===== src/rtl/cpu_pkg.sv =====
// Shared types and constants for the CPU front end.
package cpu_pkg;

  localparam logic [31:0] RESET_PC_DEFAULT  = 32'h0000_0000;
  localparam logic [31:0] NOP_INSTR_DEFAULT = 32'h0000_0000;
  localparam logic [31:0] PC_INC            = 32'd4;

  typedef struct packed {
    logic [31:0] pc;
    logic [31:0] instr;
  } fetch_entry_t;

  // Instructions are word aligned; the low two address bits carry no meaning.
  function automatic logic [31:0] align_pc(input logic [31:0] pc);
    return pc & ~32'h0000_0003;
  endfunction

endpackage


===== src/rtl/fetch_queue.sv =====
// Circular buffer of fetched {pc, instr} entries; head is shown from registered state.
module fetch_queue
  import cpu_pkg::*;
#(
  parameter  int DEPTH = 2,
  localparam int AW    = (DEPTH > 1) ? $clog2(DEPTH) : 1,
  localparam int CW    = AW + 1
) (
  input  logic          clk,
  input  logic          reset_n,
  input  logic          flush,
  input  logic          push,
  input  fetch_entry_t  push_data,
  input  logic          pop,
  output fetch_entry_t  head,
  output logic [CW-1:0] count,
  output logic          full,
  output logic          empty
);

  fetch_entry_t  mem [DEPTH];
  logic [AW-1:0] rd_ptr_reg;
  logic [AW-1:0] wr_ptr_reg;
  logic [CW-1:0] count_reg;
  logic          do_push;
  logic          do_pop;

  assign full    = (count_reg == CW'(DEPTH));
  assign empty   = (count_reg == '0);
  assign do_push = push && !full;
  assign do_pop  = pop && !empty;
  assign count   = count_reg;
  assign head    = mem[rd_ptr_reg];

  // Flush shares the reset path so a redirect leaves no partial queue state.
  always_ff @(posedge clk) begin
    if (!reset_n || flush) begin
      rd_ptr_reg <= '0;
      wr_ptr_reg <= '0;
      count_reg  <= '0;
    end else begin
      if (do_push) wr_ptr_reg <= wr_ptr_reg + AW'(1);
      if (do_pop)  rd_ptr_reg <= rd_ptr_reg + AW'(1);
      case ({do_push, do_pop})
        2'b10:   count_reg <= count_reg + CW'(1);
        2'b01:   count_reg <= count_reg - CW'(1);
        default: count_reg <= count_reg;
      endcase
    end
  end

  always_ff @(posedge clk) begin
    if (reset_n && !flush && do_push) begin
      mem[wr_ptr_reg] <= push_data;
    end
  end

endmodule


===== src/rtl/instr_fetch.sv =====
// Instruction-fetch stage: owns the PC, issues memory requests, queues returned words.
module instr_fetch
  import cpu_pkg::*;
#(
  parameter logic [31:0] RESET_PC  = RESET_PC_DEFAULT,
  parameter logic [31:0] NOP_INSTR = NOP_INSTR_DEFAULT,
  parameter int          QDEPTH    = 2
) (
  input  logic        clk,
  input  logic        reset_n,
  output logic [31:0] iaddrbus,
  output logic        ireq,
  input  logic [31:0] ibus,
  input  logic        iack,
  input  logic        stall_id,
  input  logic        redirect,
  input  logic [31:0] redirect_pc,
  output logic [31:0] ibus_id,
  output logic [31:0] pc_id,
  output logic        valid_id
);

  localparam int CW = ((QDEPTH > 1) ? $clog2(QDEPTH) : 1) + 1;

  logic [31:0]   fetch_pc_reg;
  fetch_entry_t  push_entry;
  fetch_entry_t  q_head;
  logic [CW-1:0] q_count;
  logic          q_full;
  logic          q_empty;
  logic          push;
  logic          pop;

  // Redirect suppresses the request so whatever memory returns that cycle is dropped.
  assign ireq       = reset_n && !redirect && (q_count < CW'(QDEPTH));
  assign push       = ireq && iack;
  assign pop        = !q_empty && !stall_id && !redirect;
  assign push_entry = '{pc: fetch_pc_reg, instr: ibus};

  assign iaddrbus = fetch_pc_reg;
  assign valid_id = !q_empty;
  assign ibus_id  = q_empty ? NOP_INSTR : q_head.instr;
  assign pc_id    = q_empty ? 32'h0000_0000 : q_head.pc;

  always_ff @(posedge clk) begin
    if (!reset_n) begin
      fetch_pc_reg <= RESET_PC;
    end else if (redirect) begin
      fetch_pc_reg <= align_pc(redirect_pc);
    end else if (push) begin
      fetch_pc_reg <= fetch_pc_reg + PC_INC;
    end
  end

  fetch_queue #(
    .DEPTH (QDEPTH)
  ) u_queue (
    .clk       (clk),
    .reset_n   (reset_n),
    .flush     (redirect),
    .push      (push),
    .push_data (push_entry),
    .pop       (pop),
    .head      (q_head),
    .count     (q_count),
    .full      (q_full),
    .empty     (q_empty)
  );

  no_push_when_full: assert property (@(posedge clk) q_full |-> !push);

endmodule

===== config.mk =====
export PLATFORM = sky130hd
export DESIGN_NAME = instr_fetch
export DESIGN_NICKNAME = d
export VERILOG_FILES = /design/src/rtl/cpu_pkg.sv /design/src/rtl/fetch_queue.sv /design/src/rtl/instr_fetch.sv
export SDC_FILE = /design/constraint.sdc
export NUM_CORES = 1
export LEC_CHECK = 0
export CAP_MARGIN = 10
export CORE_UTILIZATION = 45
export CTS_CLUSTER_SIZE = 28
export DETAILED_ROUTE_END_ITERATION = 8
export GPL_TIMING_DRIVEN = 0
export HOLD_SLACK_MARGIN = 0.15
export PLACE_DENSITY = 0.77
export SLEW_MARGIN = 20
export SYNTH_ARGS = -nofsm -noshare
export SYNTH_HDL_FRONTEND = slang
export SYNTH_SLANG_ARGS = --single-unit
export TNS_END_PERCENT = 20

===== constraint.sdc =====
create_clock -name clk -period 4.65 [get_ports clk]
set_input_delay 0.6975 -clock clk [delete_from_list [all_inputs] [get_ports clk]]
set_output_delay 0.6975 -clock clk [all_outputs]
set_load 0.02 [all_outputs]

# [After elaboration in Yosys (flattened, before gate mapping)]
# Memories as Yosys holds them, arrays and structs flattened. A register that Yosys moved wholly into a read port is not among the register bits.
# Cells that the tools add are included.
[word_totals] register_bits=36 mem_bits_rw=128 inputBits=69 out_inout_bits=98 word_cells=43 memories=1
[memory_table] name="u_queue.mem" words=2 word_bits=64 read_ports=1 rd_clocked_by_memory_dff=1 wr=1 line_no="fetch_queue.sv:21" source="fetch_entry_t mem [DEPTH];"
[op_classes] add_sub_neg=5 magnitude_cmp=1 n_eq_ne=3 n_mux=9 n_bitwise=1 reduce_logical=18
[ops] cell="32-bit 2-to-1 mux" count=4
[ops] cell="32-bit by 3-bit adder with 32-bit output (second input constant)" count=1
[ops] cell="1-bit logical AND" count=8
[ops] cell="1-bit zero test" count=5
[ops] cell="2-bit == test (second input constant)" count=2
[ops] cell="1-bit 2-to-1 mux" count=4
[ops] cell="2-bit case mux with 2 select lines" count=1
[ops] cell="2-bit nonzero test" count=2
[ops] cell="1-bit adder (second input constant)" count=2
[ops] cell="2-bit by 1-bit adder with 2-bit output (second input constant)" count=1
[ops] cell="2-bit by 1-bit == test with 1-bit output (second input constant)" count=1
[ops] cell="2-bit zero test" count=1
[ops] cell="2-bit less-than comparator (second input constant)" count=1
[ops] cell="2-bit OR reduction" count=1
[ops] cell="2-bit by 1-bit subtractor with 2-bit output (second input constant)" count=1
[ops] cell="1-bit logical OR" count=1
[ops] cell="1-bit NOT" count=1

# [Depth between registers and ports, before layout]
# Gate-level depths: netlist of run 1.
[depth] depth_word=8 mapped_depth=7 depth_no_buf=6

# [By module]
# Synthesis of run 1 repeated with hierarchy kept, for this count alone.
[hier_totals] hier_cells=542 hier_area_um2=7161.9
[modules_own_cells] mod="fetch_queue" n_inst=1 cells_each=226 area_per_inst_um2=4828.4 seq_area_each_um2=3943.8
[modules_own_cells] mod="instr_fetch" n_inst=1 cells_each=316 area_per_inst_um2=2333.5 seq_area_each_um2=600.6

# [Least setup slack after synthesis of run 1]
# No wires, ideal clock.
[synth_path] kind="input port to flip-flop" startpoint="input port redirect" endpoint="memory u_queue.mem[0][0] (netlist name), enable pin" setup_ns=0.482 t_arrival_ns=4.012 t_required_ns=4.168 path_slack_ns=0.155 path_stages=4 n_path_buf=1 cell_sequence="clkbuf_1 and4bb_2 clkinv_1 nor2_1"
[synth_between] elab_chain_cells=8
[synth_lines] element="start, declared" line_no="instr_fetch.sv:16" source="input logic redirect,"
[synth_lines] element="1-bit zero test (*)" line_no="fetch_queue.sv:53, instr_fetch.sv:35"
[synth_lines] element="1-bit logical AND (*)" line_no="fetch_queue.sv:53, instr_fetch.sv:35"
[synth_lines] element="1-bit logical AND" line_no="instr_fetch.sv:35" source="assign ireq = reset_n && !redirect && (q_count < CW'(QDEPTH));"
[synth_lines] element="1-bit logical AND" line_no="instr_fetch.sv:36" source="assign push = ireq && iack;"
[synth_lines] element="1-bit logical AND" line_no="fetch_queue.sv:30" source="assign do_push = push && !full;"
[synth_lines] element="1-bit logical AND (*)" line_no="fetch_queue.sv:53" source="if (reset_n && !flush && do_push) begin"
[synth_lines] element="1-bit 2-to-1 mux (*)" line_no="fetch_queue.sv:53"
[synth_lines] element="1-bit 2-to-1 mux (implied by the code) (*)" line_no="fetch_queue.sv:54" source="mem[wr_ptr_reg] <= push_data;"
[synth_lines] element="end, declared" line_no="fetch_queue.sv:21"
# Every way passes the cells marked *; elsewhere a longest branch is shown, timed or not.

==> impl_metrics.py, run 1 <==
metrics = {
    "run_status": {
        "status": "completed",
    },
    "worst_setup_path": {
        "r2r_start": "iaddrbus[2]$_SDFFE_PN0P_",
        "cp_max_fo": 10,
        "path_class": "register to primary output",
        "rrSetupSlack_ps": 2190,
        "arrival_ps": 2790,
        "r2r_cells": 7,
        "rr_endpoint": "iaddrbus[30]$_SDFFE_PN0P_",
        "worstSetupStartpointType": "register",
        "crit_required_ps": 3950,
        "cp-end-kind": "primary output",
    },
    "cells_and_area": {
        "fillers": 1118,
        "mostFrequentLayoutCells": "clkdlybuf4s50_1, edfxtp_1, nor2_1, mux2i_1, dfxtp_1",
        "largest_reg_flops": 124,
        "diodes": 0,
        "nNetsFinal": 781,
        "fin_area_um2": 9240,
        "final_common_cell": "clkdlybuf4s50_1",
        "drive_gt1_frac": 0.0622,
        "area_growth_pct": 37.3,
    },
    "sta": {
        "setup_violations": 0,
        "report.final.slew_viol_count": 0,
        "hold_slack_ps": 524,
        "rsz0062_at_grt": "false",
        "worst_pin_slew_ps": 787,
        "finalCritPeriodShare": 0.750,
        "skew_ps": 4.72,
        "fmaxAchievable_mhz": 287,
        "hold_viol": 0,
        "setup_tns_ps": 0,
        "relSlewSlack": 0.475,
        "min_period_ps": 3490,
    },
    "synthesis": {
        "yosys.cell_types.count": 49,
        "synth_edf_count": 124,
        "ys_ff_latch": 159,
        "ys.flop_type": "edfxtp_1",
        "synthCells": 526,
        "yosys_warnings": 0,
        "synth-seq-area-share": 0.657,
        "syn_area_per_cell_um2": 12.8,
        "synthesis.area_um2": 6730,
        "ys_async_sr_fraction": 0,
    },
    "power_and_ir_drop": {
        "p_comb_frac": 0.080,
        "ir_drop_mv": 0.264,
        "power.density_nw_per_um2": 355,
        "seqPwrFrac": 0.493,
        "p_clk_frac": 0.427,
        "power.total_uw": 3280,
        "switchingPower_uw": 707,
        "p_leak_uw": 0.00299,
        "internal-power_uw": 2570,
        "switching_share": 0.216,
    },
    "global_route": {
        "use_met1": 0.273,
        "grt_first_pass_wirelength_um": 24900,
        "grt_usage": 0.207,
        "gr-total-overflow": 0,
        "met3_usage": 0.0430,
        "antenna_found_initial": 0,
        "grt_use_met2": 0.335,
        "grt-busiest-layer": "met2",
        "grt_pass1_vias": 4755,
        "grt_max_degree": 48,
    },
    "clocking": {
        "cts_tree": "yes",
        "cts_setup_buffers": 0,
        "cts-root-buf": "clkbuf_16",
        "clockBufferDepth": 2,
        "cts.reportedPaths.clkPinSlew_ps": 60,
        "numCtsBuffers": 17,
        "cts_resized": 0,
        "clk_latency_ps": 420,
        "htreeDepth": 4,
        "hold_buffers": 0,
        "cts.sinks": 159,
    },
    "floorplan": {
        "dieArea_um2": 15500,
        "io_pins": 167,
        "design.core.area_um2": 14600,
        "rows": 44,
        "die_width_um": 124,
        "initial_core_util": 0.461,
        "die_h_um": 124,
    },
    "placed_design": {
        "dpl.hpwl_um": 11000,
        "numPortBuffers": 159,
        "place_area_um2": 8640,
        "place.gp.congestion": 0.880,
    },
    "run": {
        "cap_violations": 0,
    },
    "route": {
        "first_iter_violations": 419,
        "post_drt_wl_per_cell_um": 17.3,
        "drt_wl_total_um": 15700,
        "viasPerCell": 5.39,
        "drc": 0,
        "drtAntennaViolNets": 0,
        "dr.pass1.iters": 4,
        "vias": 4890,
    },
    "hold_path": {
        "worstHoldPathType": "register to register",
        "whs_path_depth": 2,
        "holdPathEnd": "u_queue.rd_ptr_reg$_SDFFE_PP0P_",
        "hp-start": "u_queue.rd_ptr_reg$_SDFFE_PP0P_",
    },
}
-- cells in the mapped netlist (2+ instances only) --
cell type    n  area [µm²]
edfxtp_1   124        3720
nor2_1      82         308
mux2i_1     64         641
dfxtp_1     35         701
nand2_1     21        78.8
o21ai_0     20         100
clkbuf_1    19        71.3
a21oi_1     13        65.1
nand3_1     13        65.1
buf_1       10        37.5
nand4_1     10        62.6
a31oi_1      7        43.8
or3_1        7        43.8
xnor2_1      7        61.3
xor2_1       7        61.3
and2_1       6        37.5
nor4_1       6        37.5
a211oi_1     5        37.5
and3_1       5        31.3
and4_1       5        43.8
a311oi_1     4        35.0
buf_4        4        30.0
inv_1        4        15.0
nor3_1       4        20.0
o211ai_1     4        30.0
or4_1        4        30.0
nand4_2      3        37.5
o311ai_0     3        26.3
o31ai_1      3        22.5
or4b_1       3        30.0
a211o_1      2        17.5
clkinv_1     2        7.51
ha_1         2        25.0
nand3b_1     2        15.0
o211a_1      2        20.0
-- worst max-delay path by stage --
stage / from / endpoint / slack, ps / depth (start not counted)
floorplan: redirect / u_queue.mem[0][0]$_DFFE_PP_ / 160 / 4
global placement: reset_n / u_queue.mem[0][36]$_DFFE_PP_ / -1830 / 4
detailed placement: redirect / ireq / 1250 / 6
CTS: register / pc_id[6] / 1120 / 5
global route: register / pc_id[12] / 960 / 5
finish: register / pc_id[6] / 1160 / 5
-- power groups by stage --
stage	clock, µW	combinational (µW)	sequential (µW)
final	1400	262	1620
after global routing	1480	281	1620
after CTS	1420	264	1620
after detailed placement	0	262	1650
after global placement	0	252	1650
after floorplan	0	97.2	1660
-- through the flow --
stage                     cells  utilization  setup WS, ps
after floorplan             529            -           155
after global placement      872        0.587         -1830
after detailed placement    875        0.592          1250
after CTS                   907        0.633          1120
after global routing        907        0.633           958
final                       907        0.633          1160
-- cell type report --
cell class / instances / area [µm²] / area share
inverters: 6 / 22.5 / 0.00244
multi-input cells: 330 / 2160 / 0.234
flip-flops and latches: 159 / 4420 / 0.479
plain buffers: 34 / 144 / 0.0156
clock inverters: 12 / 141 / 0.0153
clock buffers: 20 / 457 / 0.0494
repair buffers: 162 / 1660 / 0.180
well taps: 184 / 230 / 0.0249
-- metal layers --
layer  share of wire  wire (µm)
met3           0.054        847
met2            0.48       7590
met5               0          0
met4           0.015        242
met1            0.45       7000
-- cells by family (layout without fill, tap and decap cells) --
group / count (synthesis) / count (layout) / share of synthesized area
and+or+nand+nor: 177 / 177 / 0.133
DFF: 159 / 159 / 0.657
AOI/OAI and AO/OA: 68 / 68 / 0.0658
muxes: 65 / 65 / 0.0968
buffers and inverters: 40 / 234 / 0.0247
xor gates and xnor gates: 14 / 14 / 0.0182
adders and majority gates: 2 / 2 / 0.00372
other: 1 / 4 / 0.000557
-- critical path, stage by stage, from the launching register on --
cell and delay [ps]:
dfxtp_1 300, clkbuf_1 420, buf_1 650, mux2i_1 180, nor2_1 150, clkdlybuf4s50_1 650
No activity file was read; power rests on OpenSTA's default activity.
==> run 2, diff against run 1 <==
Settings changed: CORE_UTILIZATION 45 to 49, PLACE_DENSITY 0.77 to 0.8.
Clock period 4.65 ns to 3.6 ns, I/O delays scaled along.
==> impl_metrics.py, run 2 (synthesis results as in run 1) <==
metrics = {
    "cells_and_area": {
        "multi_input_area_um2": 2160,
        "fin_util": 0.692,
        "nNetsFinal": 781,
        "largest_reg_flops": 124,
        "area_growth_pct": 37.1,
        "diodes": 0,
        "final_common_cell": "clkdlybuf4s50_1",
        "seq_area_um2": 4420,
        "mostFrequentLayoutCells": "clkdlybuf4s50_1, edfxtp_1, nor2_1, mux2i_1, dfxtp_1",
        "fillers": 935,
        "drive_gt1_frac": 0.0609,
    },
    "global_route": {
        "grt_max_degree": 38,
        "grt_usage": 0.229,
        "grt_first_pass_wirelength_um": 24800,
        "grt_pass1_vias": 4960,
        "gr-total-overflow": 0,
        "antenna_found_initial": 0,
    },
    "route": {
        "post_drt_wl_per_cell_um": 17.5,
        "vias": 4978,
        "viasPerCell": 5.54,
        "drtAntennaViolNets": 0,
        "drt_wl_total_um": 15800,
        "first_iter_violations": 396,
        "dr.pass1.iters": 5,
        "drc": 0,
    },
    "worst_setup_path": {
        "path_delay_family": "buffers and inverters",
        "cp_max_fo": 10,
        "cp-end-kind": "primary output",
        "arrival_ps": 2740,
        "path_class": "register to primary output",
        "cp_cell_sequence": "clkbuf_1, buf_1, mux2i_1, nor2_1, clkdlybuf4s50_1",
        "rr_endpoint": "iaddrbus[30]$_SDFFE_PN0P_",
        "rrSetupSlack_ps": 1080,
        "r2r_cells": 7,
        "crit_required_ps": 3060,
        "r2r_start": "iaddrbus[2]$_SDFFE_PN0P_",
        "slowest_stage": "buf_1",
        "critical-path-max-stage-delay_ps": 640,
        "cp_num_buf_inv": 3,
        "worstSetupStartpointType": "register",
    },
    "clocking": {
        "clockBufferDepth": 2,
        "cts_setup_buffers": 0,
        "numCtsBuffers": 17,
        "htreeDepth": 4,
        "clk_latency_ps": 420,
        "cts.reportedPaths.clkPinSlew_ps": 60,
        "hold_buffers": 0,
        "cts_resized": 0,
        "cts_tree": "yes",
        "cts-root-buf": "clkbuf_16",
        "cts.sinks": 159,
    },
    "run": {
        "cap_violations": 0,
    },
    "sta": {
        "finalCritPeriodShare": 0.910,
        "report.final.slew_viol_count": 0,
        "worst_pin_slew_ps": 761,
        "fin_ws_ps": 323,
        "skew_ps": 8.22,
        "fmaxAchievable_mhz": 305,
        "hold_viol": 0,
        "setup_violations": 0,
        "rsz0062_at_grt": "false",
        "relSlewSlack": 0.493,
        "min_period_ps": 3280,
    },
    "power_and_ir_drop": {
        "p_leak_uw": 0.00300,
        "power.density_nw_per_um2": 461,
        "ir_drop_mv": 0.302,
    },
    "hold_path": {
        "hp-start": "u_queue.rd_ptr_reg$_SDFFE_PP0P_",
        "whs_path_depth": 2,
        "worstHoldPathType": "register to register",
    },
    "floorplan": {
        "io_pins": 167,
        "design.core.area_um2": 13300,
        "rows": 42,
        "dieArea_um2": 14200,
        "initial_core_util": 0.504,
        "die_width_um": 119,
        "die_h_um": 119,
    },
    "placed_design": {
        "dpl.hpwl_um": 11000,
        "place_ws_ps": 572,
        "place.gp.congestion": 0.879,
        "numPortBuffers": 159,
    },
    "run_status": {
        "status": "completed",
    },
}
[run 2: worst max path at each step]
| stage | start | end | slack (ps) | cells past startpoint |
|---|---|---|---|---|
| after floorplan | redirect | u_queue.mem[0][0]$_DFFE_PP_ | 300 | 4 |
| after global placement | reset_n | u_queue.mem[0][37]$_DFFE_PP_ | -1100 | 4 |
| after detailed placement | redirect | ireq | 570 | 6 |
| after CTS | register | pc_id[22] | 250 | 5 |
| after global routing | register | pc_id[12] | 100 | 5 |
| final | register | pc_id[22] | 320 | 5 |
[run 2: metal layers]
layer  GRT usage  part of all wire  wire, µm  up-vias
met1       0.289              0.43      6780     2358
met5           0                 0         0        -
met2       0.379              0.48      7630      236
li1            -                 -         -     2357
met4       0.103             0.018       279        0
met3      0.0479             0.068      1080       27
[run 2: stage by stage]
stage / TNS [ps] / total power [µW] / hold WS, ps / std cells / cell area, µm²
6_report: 0 / 4250 / 513 / 899 / 9230
5_1_grt: 0 / 4380 / 548 / 899 / 9230
4_1_cts: 0 / 4280 / 513 / 899 / 9230
3_5_place_dp: 0 / 2470 / 505 / 867 / 8630
3_3_place_gp: -128560 / 2450 / 488 / 864 / 8560
2_1_floorplan: 0 / 2270 / 480 / 529 / 6750
[run 2: worst register-to-register path, delay by kind of cell, from the launching register on]
family / cells / cell delay (ps)
adders and majority gates: 1 / 200
DFF: 1 / 490
buffers and inverters: 2 / 530
AOI/OAI and AO/OA: 1 / 90
and+or+nand+nor: 3 / 1150
[run 2: final cells by class]
class	instances	area share
inverters	6	0.00244
clock buffers	20	0.0473
clock inverters	12	0.0182
well taps	176	0.0239
multi-input cells	330	0.234
repair buffers	162	0.179
plain buffers	34	0.0156
flip-flops and latches	159	0.479
[run 2: power breakdown]
group	switching (µW)	internal, µW
clock	668	1150
combinational	170	171
sequential	56.1	2030
